`src/rtl/jc_link_tx_pkg.sv`:
```
// Shared definitions for the JC inter-board link transmitter.
package jc_link_pkg;

   // Command type codes carried on cmd_type
   typedef enum logic [1:0] {
      CMD_TILT = 2'b00,
      CMD_FIRE = 2'b01,
      CMD_RST  = 2'b10,
      CMD_MODE = 2'b11
   } cmd_type_e;

   // Bit positions on the active-low JC header
   localparam int unsigned JC_RST     = 4;
   localparam int unsigned JC_MODE    = 3;
   localparam int unsigned JC_FIRE    = 2;
   localparam int unsigned JC_TILT_HI = 1;
   localparam int unsigned JC_TILT_LO = 0;

   // Link control states
   typedef enum logic [1:0] {
      ONBOARD  = 2'b00,
      PHONE    = 2'b01,
      RSTPULSE = 2'b10
   } state_e;

endpackage

```
`src/rtl/jc_link_tx_if.sv`:
```
// Command handshake from the phone command decoder to the JC transmitter.
interface jc_link_tx_if;
   logic       cmd_valid;
   logic       cmd_ready;
   logic [1:0] cmd_type;
   logic [1:0] cmd_arg;

   modport master (output cmd_valid, output cmd_type, output cmd_arg, input cmd_ready);
   modport slave  (input cmd_valid, input cmd_type, input cmd_arg, output cmd_ready);
endinterface

```
`src/rtl/jc_link_tx_pulse_timer.sv`:
```
// Saturating down-counter that times one pulse; load restarts it, clear cancels it.
module jc_pulse_timer #(
   parameter int unsigned CYCLES = 1
) (
   input  logic clk,
   input  logic reset,
   input  logic load,
   input  logic clear,
   output logic active,
   output logic expiring
);
   localparam int unsigned W = $clog2(CYCLES + 1);

   logic [W-1:0] cnt_q, cnt_d;

   // Next count: clear beats load, load beats the decrement, stop at zero
   always_comb begin
      cnt_d = cnt_q;
      if (clear) begin
         cnt_d = '0;
      end else if (load) begin
         cnt_d = W'(CYCLES);
      end else if (cnt_q != '0) begin
         cnt_d = cnt_q - W'(1);
      end
   end

   // Count register
   always_ff @(posedge clk) begin
      if (reset) begin
         cnt_q <= '0;
      end else begin
         cnt_q <= cnt_d;
      end
   end

   assign active   = (cnt_q != '0);
   assign expiring = (cnt_q == W'(1));

endmodule

```
`src/rtl/jc_link_tx.sv`:
```
// JC link transmitter: turns accepted phone commands into registered,
// time-shaped active-low control lines for the Hunter's Paradise board.
module jc_link_tx
   import jc_link_pkg::*;
#(
   parameter int unsigned FIRE_CYCLES    = 5_000_000,
   parameter int unsigned RESET_CYCLES   = 10_000_000,
   parameter int unsigned TIMEOUT_CYCLES = 200_000_000
) (
   input  logic             clk,
   input  logic             reset,
   jc_link_tx_if.slave      cmd,
   output logic [7:0]       jc,
   output logic             link_mode
);

   state_e      state_q, state_d;
   logic [7:0]  jc_q, jc_d;
   logic        link_q, link_d;
   logic        ready_q, ready_d;
   logic [1:0]  tilt_d;
   logic        accept, leave, in_phone_d;

   logic fire_load, fire_clear, fire_active, fire_expiring;
   logic rst_load, rst_active, rst_expiring;
   logic to_load, to_clear, to_active, to_expiring;

   jc_pulse_timer #(.CYCLES(FIRE_CYCLES)) u_fire (
      .clk      (clk),
      .reset    (reset),
      .load     (fire_load),
      .clear    (fire_clear),
      .active   (fire_active),
      .expiring (fire_expiring)
   );

   jc_pulse_timer #(.CYCLES(RESET_CYCLES)) u_rst (
      .clk      (clk),
      .reset    (reset),
      .load     (rst_load),
      .clear    (1'b0),
      .active   (rst_active),
      .expiring (rst_expiring)
   );

   jc_pulse_timer #(.CYCLES(TIMEOUT_CYCLES)) u_timeout (
      .clk      (clk),
      .reset    (reset),
      .load     (to_load),
      .clear    (to_clear),
      .active   (to_active),
      .expiring (to_expiring)
   );

   // Next state, timer controls and the next JC byte
   always_comb begin
      state_d   = state_q;
      fire_load = 1'b0;
      rst_load  = 1'b0;
      to_load   = 1'b0;
      leave     = 1'b0;
      tilt_d    = jc_q[JC_TILT_HI:JC_TILT_LO];
      accept    = cmd.cmd_valid & ready_q;

      unique case (state_q)
         ONBOARD: begin
            if (accept) begin
               if (cmd.cmd_type == CMD_MODE && cmd.cmd_arg[0]) begin
                  state_d = PHONE;
                  to_load = 1'b1;
                  tilt_d  = 2'b11;
               end else if (cmd.cmd_type == CMD_RST) begin
                  state_d  = RSTPULSE;
                  rst_load = 1'b1;
               end
            end
         end
         PHONE: begin
            // An accepted command outranks a timeout expiring in the same cycle
            if (accept) begin
               to_load = 1'b1;
               case (cmd.cmd_type)
                  CMD_TILT: tilt_d = ~cmd.cmd_arg;
                  CMD_FIRE: fire_load = 1'b1;
                  CMD_RST: begin
                     state_d  = RSTPULSE;
                     rst_load = 1'b1;
                     leave    = 1'b1;
                  end
                  CMD_MODE: begin
                     if (!cmd.cmd_arg[0]) begin
                        state_d = ONBOARD;
                        leave   = 1'b1;
                     end
                  end
                  default: ;
               endcase
            end else if (to_expiring || !to_active) begin
               state_d = ONBOARD;
               leave   = 1'b1;
            end
         end
         RSTPULSE: begin
            if (rst_expiring || !rst_active) begin
               state_d = ONBOARD;
            end
         end
         default: state_d = ONBOARD;
      endcase

      fire_clear = leave;
      to_clear   = leave;

      in_phone_d = (state_d == PHONE);
      jc_d                          = '1;
      jc_d[JC_RST]                  = (state_d != RSTPULSE);
      jc_d[JC_MODE]                 = ~in_phone_d;
      jc_d[JC_FIRE]                 = ~(in_phone_d & (fire_load | (fire_active & ~fire_expiring)));
      jc_d[JC_TILT_HI:JC_TILT_LO]   = in_phone_d ? tilt_d : 2'b11;
      link_d                        = in_phone_d;
      ready_d                       = (state_d != RSTPULSE);
   end

   // State and output registers
   always_ff @(posedge clk) begin
      if (reset) begin
         state_q <= ONBOARD;
         jc_q    <= 8'hFF;
         link_q  <= 1'b0;
         ready_q <= 1'b0;
      end else begin
         state_q <= state_d;
         jc_q    <= jc_d;
         link_q  <= link_d;
         ready_q <= ready_d;
      end
   end

   assign jc            = jc_q;
   assign link_mode     = link_q;
   assign cmd.cmd_ready = ready_q;

endmodule

```
`src/flat_wrapper.sv`:
```
// flat-port wrapper written by rule: the top's interface ports become plain ports
module jc_link_tx_flat import jc_link_pkg::*;
#(
   parameter int unsigned FIRE_CYCLES    = 5_000_000,
   parameter int unsigned RESET_CYCLES   = 10_000_000,
   parameter int unsigned TIMEOUT_CYCLES = 200_000_000
)
  (clk, reset, jc, link_mode, cmd_cmd_valid, cmd_cmd_type, cmd_cmd_arg, cmd_cmd_ready);
  jc_link_tx_if cmd_i ();
  input  logic clk;
  input  logic reset;
  output logic [7:0] jc;
  output logic link_mode;
  input wire logic [$bits(cmd_i.cmd_valid)-1:0] cmd_cmd_valid;
  input wire logic [$bits(cmd_i.cmd_type)-1:0] cmd_cmd_type;
  input wire logic [$bits(cmd_i.cmd_arg)-1:0] cmd_cmd_arg;
  output wire logic [$bits(cmd_i.cmd_ready)-1:0] cmd_cmd_ready;
  assign cmd_i.cmd_valid = cmd_cmd_valid;
  assign cmd_i.cmd_type = cmd_cmd_type;
  assign cmd_i.cmd_arg = cmd_cmd_arg;
  assign cmd_cmd_ready = cmd_i.cmd_ready;
  jc_link_tx #(.FIRE_CYCLES(FIRE_CYCLES), .RESET_CYCLES(RESET_CYCLES), .TIMEOUT_CYCLES(TIMEOUT_CYCLES)) u_core (.clk(clk), .reset(reset), .cmd(cmd_i), .jc(jc), .link_mode(link_mode));
endmodule
```
`config.mk`:
```
export PLATFORM = sky130hd
export DESIGN_NAME = jc_link_tx_flat
export DESIGN_NICKNAME = d
export VERILOG_FILES = /design/src/rtl/jc_link_tx_pkg.sv /design/src/rtl/jc_link_tx_if.sv /design/src/rtl/jc_link_tx_pulse_timer.sv /design/src/rtl/jc_link_tx.sv /design/src/flat_wrapper.sv
export SDC_FILE = /design/constraint.sdc
export NUM_CORES = 1
export LEC_CHECK = 0
export ABC_AREA = 1
export ABC_CLOCK_PERIOD_IN_PS = 1430
export BUFFER_PORTS_ARGS = -buffer_cell sky130_fd_sc_hd__clkbuf_2
export CAP_MARGIN = 20
export CORE_MARGIN = 2
export CORE_UTILIZATION = 35
export CTS_BUF_LIST = sky130_fd_sc_hd__clkbuf_8
export CTS_CLUSTER_DIAMETER = 30
export DETAILED_ROUTE_END_ITERATION = 8
export PLACE_DENSITY = 0.64
export SYNTH_ARGS = -nofsm -noshare
export SYNTH_HDL_FRONTEND = slang
export SYNTH_SLANG_ARGS = --single-unit
```
`constraint.sdc`:
```
create_clock -name clk -period 1.43 [get_ports clk]
set_input_delay 0.429 -clock clk [delete_from_list [all_inputs] [get_ports clk]]
set_output_delay 0.429 -clock clk [all_outputs]
set_load 0.05 [all_outputs]
```
# Word level (Yosys, flattened, before mapping)
# Cells that the tools add are included.
# totals
reg_bits	87
in_bits	7
output_inout_bits	10
wordCells	94
# classes
addsub	3
eq_ne	14
mux	37
bitwise_logic	8
n_reduce_logical	20
# op_table
op	n
$mux 28	2
$mux 24	2
$mux 23	2
$eq 28x1->1 const B	1
$reduce_bool 28->1	1
$sub 28x1->28 const B	1
$eq 24x1->1 const B	1
$reduce_bool 24->1	1
$sub 24x1->24 const B	1
$eq 23x1->1 const B	1
$reduce_bool 23->1	1
$sub 23x1->23 const B	1
$mux 2	11
$mux 1	14
$pmux 2 s2	2
$reduce_bool 2->1	4
$eq 2x1->1 const B	3
$eq 2x2->1 const B	3
$ne 2x1->1 const B	3
$pmux 1 s2	3
$pmux 2 s3	1
$reduce_or 2->1	3
$reduce_or 3->1	2
$reduce_and 5->1	1
9 further kinds	17

# Logic depth before layout (Yosys ltp)
# depth
ltp_word	9
ltp_mapped	12

# Hierarchy
# Synthesis repeated with hierarchy kept, for this count alone.
# hier_totals
cells_unflattened	728
area_unflattened_um2	5102.4
# modules_own_cells
module	n_inst	cells_per_inst	area_each_um2
jc_pulse_timer at u_core.u_timeout	1	253	1749.2
jc_pulse_timer at u_core.u_rst	1	206	1512.7
jc_pulse_timer at u_core.u_fire	1	202	1382.6
jc_link_tx	1	67	457.9

# Least setup slack after synthesis
# OpenSTA, ideal clock, no wires.
# synth_path
kind	flip-flop to flip-flop
from	register u_core.ready_q, in the netlist u_core.cmd.cmd_ready
to	register u_core.u_fire.cnt_q[10]
t_arrival_ns	1.540
setup_slack_ns	-0.228
path_stages_with_launch	9
path_buffers	1
period_less_slack_ns	1.658
path_cell_list	dfxtp_1 -> nand2_1 -> inv_1 -> nand2_1 -> nor3_2 -> inv_1 -> nand3_2 -> buf_6 -> nor2_1
# synth_via
elab_chain_cells	4
# synth_rtl
item	line	source
from (decl)	jc_link_tx.sv:20	logic ready_q, ready_d;
from (signal assigned)	jc_link_tx.sv:135	ready_q <= ready_d;
$and 1x1->1 (*)	jc_link_tx.sv:63	accept = cmd.cmd_valid & ready_q;
$mux 1	jc_link_tx.sv:80	if (accept) begin
$mux 1	jc_link_tx.sv:65	unique case (state_q)
$reduce_or 3->1 (no source line) (*)	-	
to (signal assigned)	jc_link_tx_pulse_timer.sv:33	cnt_q <= cnt_d;
to (decl)	jc_link_tx_pulse_timer.sv:14	logic [W-1:0] cnt_q, cnt_d;
# Every way passes the cells marked *; elsewhere a longest branch is shown, timed or not.
# A chain may end at the register's enable or synchronous reset.

# Worst setup path in the final report
# layout_path
from	register u_core.u_timeout.cnt_q[11]
to	register u_core.u_timeout.cnt_q[6]
# layout_via
elab_chain_cells	7
# layout_rtl
item	line	source
from (decl)	jc_link_tx_pulse_timer.sv:14	
from (signal assigned)	jc_link_tx_pulse_timer.sv:33	
$reduce_bool 28->1	jc_link_tx_pulse_timer.sv:23, jc_link_tx_pulse_timer.sv:37	
$logic_not 1->1	jc_link_tx.sv:98	end else if (to_expiring || !to_active) begin
$logic_or 1x1->1	jc_link_tx.sv:98	
$mux 1	jc_link_tx.sv:98	
$mux 1	jc_link_tx.sv:80	
$mux 1	jc_link_tx.sv:65	
$reduce_or 3->1 (no source line)	-	
# Several ways; a longest one is shown, not always the timed one.

==> run metrics <==
run status=finished, violations left; failing checks=setup timing; fin crit share=106.5%; worst hold endpoint=u_core.u_rst.cnt_q[7]$_SDFFE_PP0P_; RSZ-0062 raised after global routing=true; # port buffers=13; Core Area=13400 µm²; Die Y=121.6 µm; first-pass GRT wire length=21.16 mm; f_max=between 0.6 and 0.7 GHz; Post-Route WL=approximately 13 mm; vias in the first global route=4615; root buffer cell=clkbuf_8; average cell area after synthesis=about 6.6 µm²; Fin. Hold Viols=0; drt wl/cell=12.27 µm; CP endpoint kind=register; post-synthesis sequential area ratio=34.73%; hold path depth=3; reg-to-reg startpoint=u_core.u_timeout.cnt_q[11]$_SDFFE_PP0P_; crit-path cells=nor2_4, nand2_4, nor2_4, nand2_1, nand2_1, nand2_2, nand2_2, nand2_4, nand3_4, clkbuf_16, nor2_4; min-delay src=reset; num rows=42; commonest non-fill, non-tap cell in the layout=nand2_1; Detail Route Antenna Nets=0; Worst Path Class, Setup=reg -> reg; end-of-flow core utilization=between 50% and 60%; Synth Cell Area=4842 µm²; Post-Place Cell Area=6093 µm²; share of cells above drive strength 1=between 30% and 40%; crit-path max cell delay=0.35 ns; gpl congestion=0.9316; Worst path most repeated cell=nor2_4; CP Data Required Time=about 1.7 ns; post-route cell area=7037 µm²; Cell variety after synth=38; final net count=between 900 and 1000; YS warnings=0; drt first pass iters=4; # H-tree levels=3; crit path time final=~1.5 ns; Inserted Clock Buffers=9; via count=4940; Worst Path Max Fanout=8; CP top delay family=simple AND/OR/NAND/NOR gates; io pins=17; FF+latch area=~1700 µm²; multi-input logic area=approximately 3300 µm²; DIE AREA=roughly 15000 µm²; die width=~120 µm; Final setup violation count=55; Initial Util=36.13%; Via density=between 4 and 5; largest net degree at the start of global routing=22; Detail Placement HPWL=approximately 9.6 mm; synthesis-to-finish area growth=45.32%; # hold bufs at CTS=0; Yosys reg bits=84; clk slew on worst S/H paths=approximately 0.10 ns; gr ovfl total=0; setup_tns=-3.272 ns; Critical path buffers and inverters=1; fin worst setup slack=-0.09254 ns; critical path's slowest cell=dfxtp_2; cells on worst reg2reg path=11; Fill cells=between 1000 and 1500; worst reg-to-reg setup slack=-0.09 ns; clk buf depth=2; CP startpoint=u_core.u_timeout.cnt_q[11]$_SDFFE_PP0P_; worst skew pair latency=0.39 ns; Clock Sink Count=84; crit start category=register; TritonCTS clock tree=yes; drt initial violations=197; antenna diode count=0; Worst Hold Slack=about 0.37 ns; Mapped Cells=between 700 and 800; setup skew after layout=0.01761 ns; GRT Total Usage=between 10% and 20%; Worst EP arrival=1.80 ns; Slew Limit Fails=0; Remaining DRCs=0; Reg-to-Reg End=u_core.u_timeout.cnt_q[6]$_SDFFE_PP0P_; initial antenna violation count=0; Hold Path Class=in -> reg; Max Cap Viol=0; commonest non-fill, non-tap cells in the layout=nand2_1 (156), buf_4 (136), nor2_1 (116), nor2_2 (62), dfxtp_1 (62)
[cells in the mapped netlist (all sizes together)]
master  count  share of area (%)
conb        1              0.077
inv        58                4.5
a22oi       1               0.16
a21o        3               0.47
a211oi      2               0.31
buf        13                2.3
clkinv      7               0.54
xor2       27                4.9
a21oi      17                1.8
o211ai      1               0.16
and3        1               0.13
nand3      62                6.9
nand4      15                2.1
xnor2      17                3.1
dfxtp      84                 35
nand2     183                 15
nor3        3               0.41
nor2      210                 18
nand3b      5               0.78
or2         4               0.52
ha          8                2.1
o21bai      1               0.16
clkbuf      2               0.16
o21ai       7               0.72
a31oi       1               0.13
[through the flow]
stage,instances,worst slack (ns)
after floorplan,735,-0.007553
after global placement,1043,-0.1548
after detailed placement,1043,-0.1667
after CTS,1064,-0.08082
after global routing,1075,-0.1971
final,1075,-0.09254
[registers in the layout, summed over array words and instances, names as in the netlist]
signal	cells
u_core.cmd.cmd_ready	1
u_core.jc	5
u_core.link_mode	1
u_core.u_timeout.cnt_q	28
u_core.state_q	2
u_core.u_fire.cnt_q	23
u_core.u_rst.cnt_q	24
[how the worst max path moves through the flow]
stage                                                          to  slack (ns)  cells past startpoint
after floorplan           u_core.u_timeout.cnt_q[25]$_SDFFE_PP0P_      -0.008                     12
after global placement    u_core.u_timeout.cnt_q[20]$_SDFFE_PP0P_       -0.15                      9
after detailed placement             u_core.state_q[0]$_SDFF_PP0_       -0.17                      9
after CTS                    u_core.u_fire.cnt_q[10]$_SDFFE_PP0P_       -0.08                     12
after global routing       u_core.u_timeout.cnt_q[7]$_SDFFE_PP0P_       -0.20                     11
final                      u_core.u_timeout.cnt_q[6]$_SDFFE_PP0P_       -0.09                     11
[layer usage]
layer | wire length (µm) | global-route usage, % | vias to the layer above | part of all wire [%]
li1 | - | - | 2619 | -
met1 | 6060 | 23.39 | 2220 | 46
met2 | 6332 | 30.09 | 77 | 48
met3 | 517 | 3.324 | 24 | 3.9
met4 | 280 | 6.968 | 0 | 2.1
met5 | 0 | 0 | - | 0
[layout make-up]
cell class,count,share of cell area [%]
Clock buffer,9,1.760
Inverter,65,3.610
Timing Repair Buffer,163,19.20
Clock inverter,7,1.067
Sequential cell,84,24.40
Tap cell,176,3.129
Multi-Input combinational cell,571,46.83
[tightest hold or removal path, stage by stage]
cell and delay [ns]:
clkbuf_2 0.09, buf_4 0.15, a21oi_1 0.05
[repair_timing]
action | CTS | global route
setup endpoints to repair | 80 | 85
pin swaps | 7 | 46
setup buffers | 4 | 9
gates cloned | 1 | 2
gates resized for setup | 39 | 143
[kinds of logic after synthesis]
| group | synth area share (%) |
|---|---|
| buf+inv | 7.494 |
| compound gates | 3.850 |
| simple gates | 43.82 |
| fa+ha+maj | 2.067 |
| other cells | 0.07745 |
| flops | 34.73 |
| xor+xnor | 7.959 |
Power is left out: the tool's default activity adds up to more than one toggle a clock period on the data nets, which glitch-free logic cannot reach.
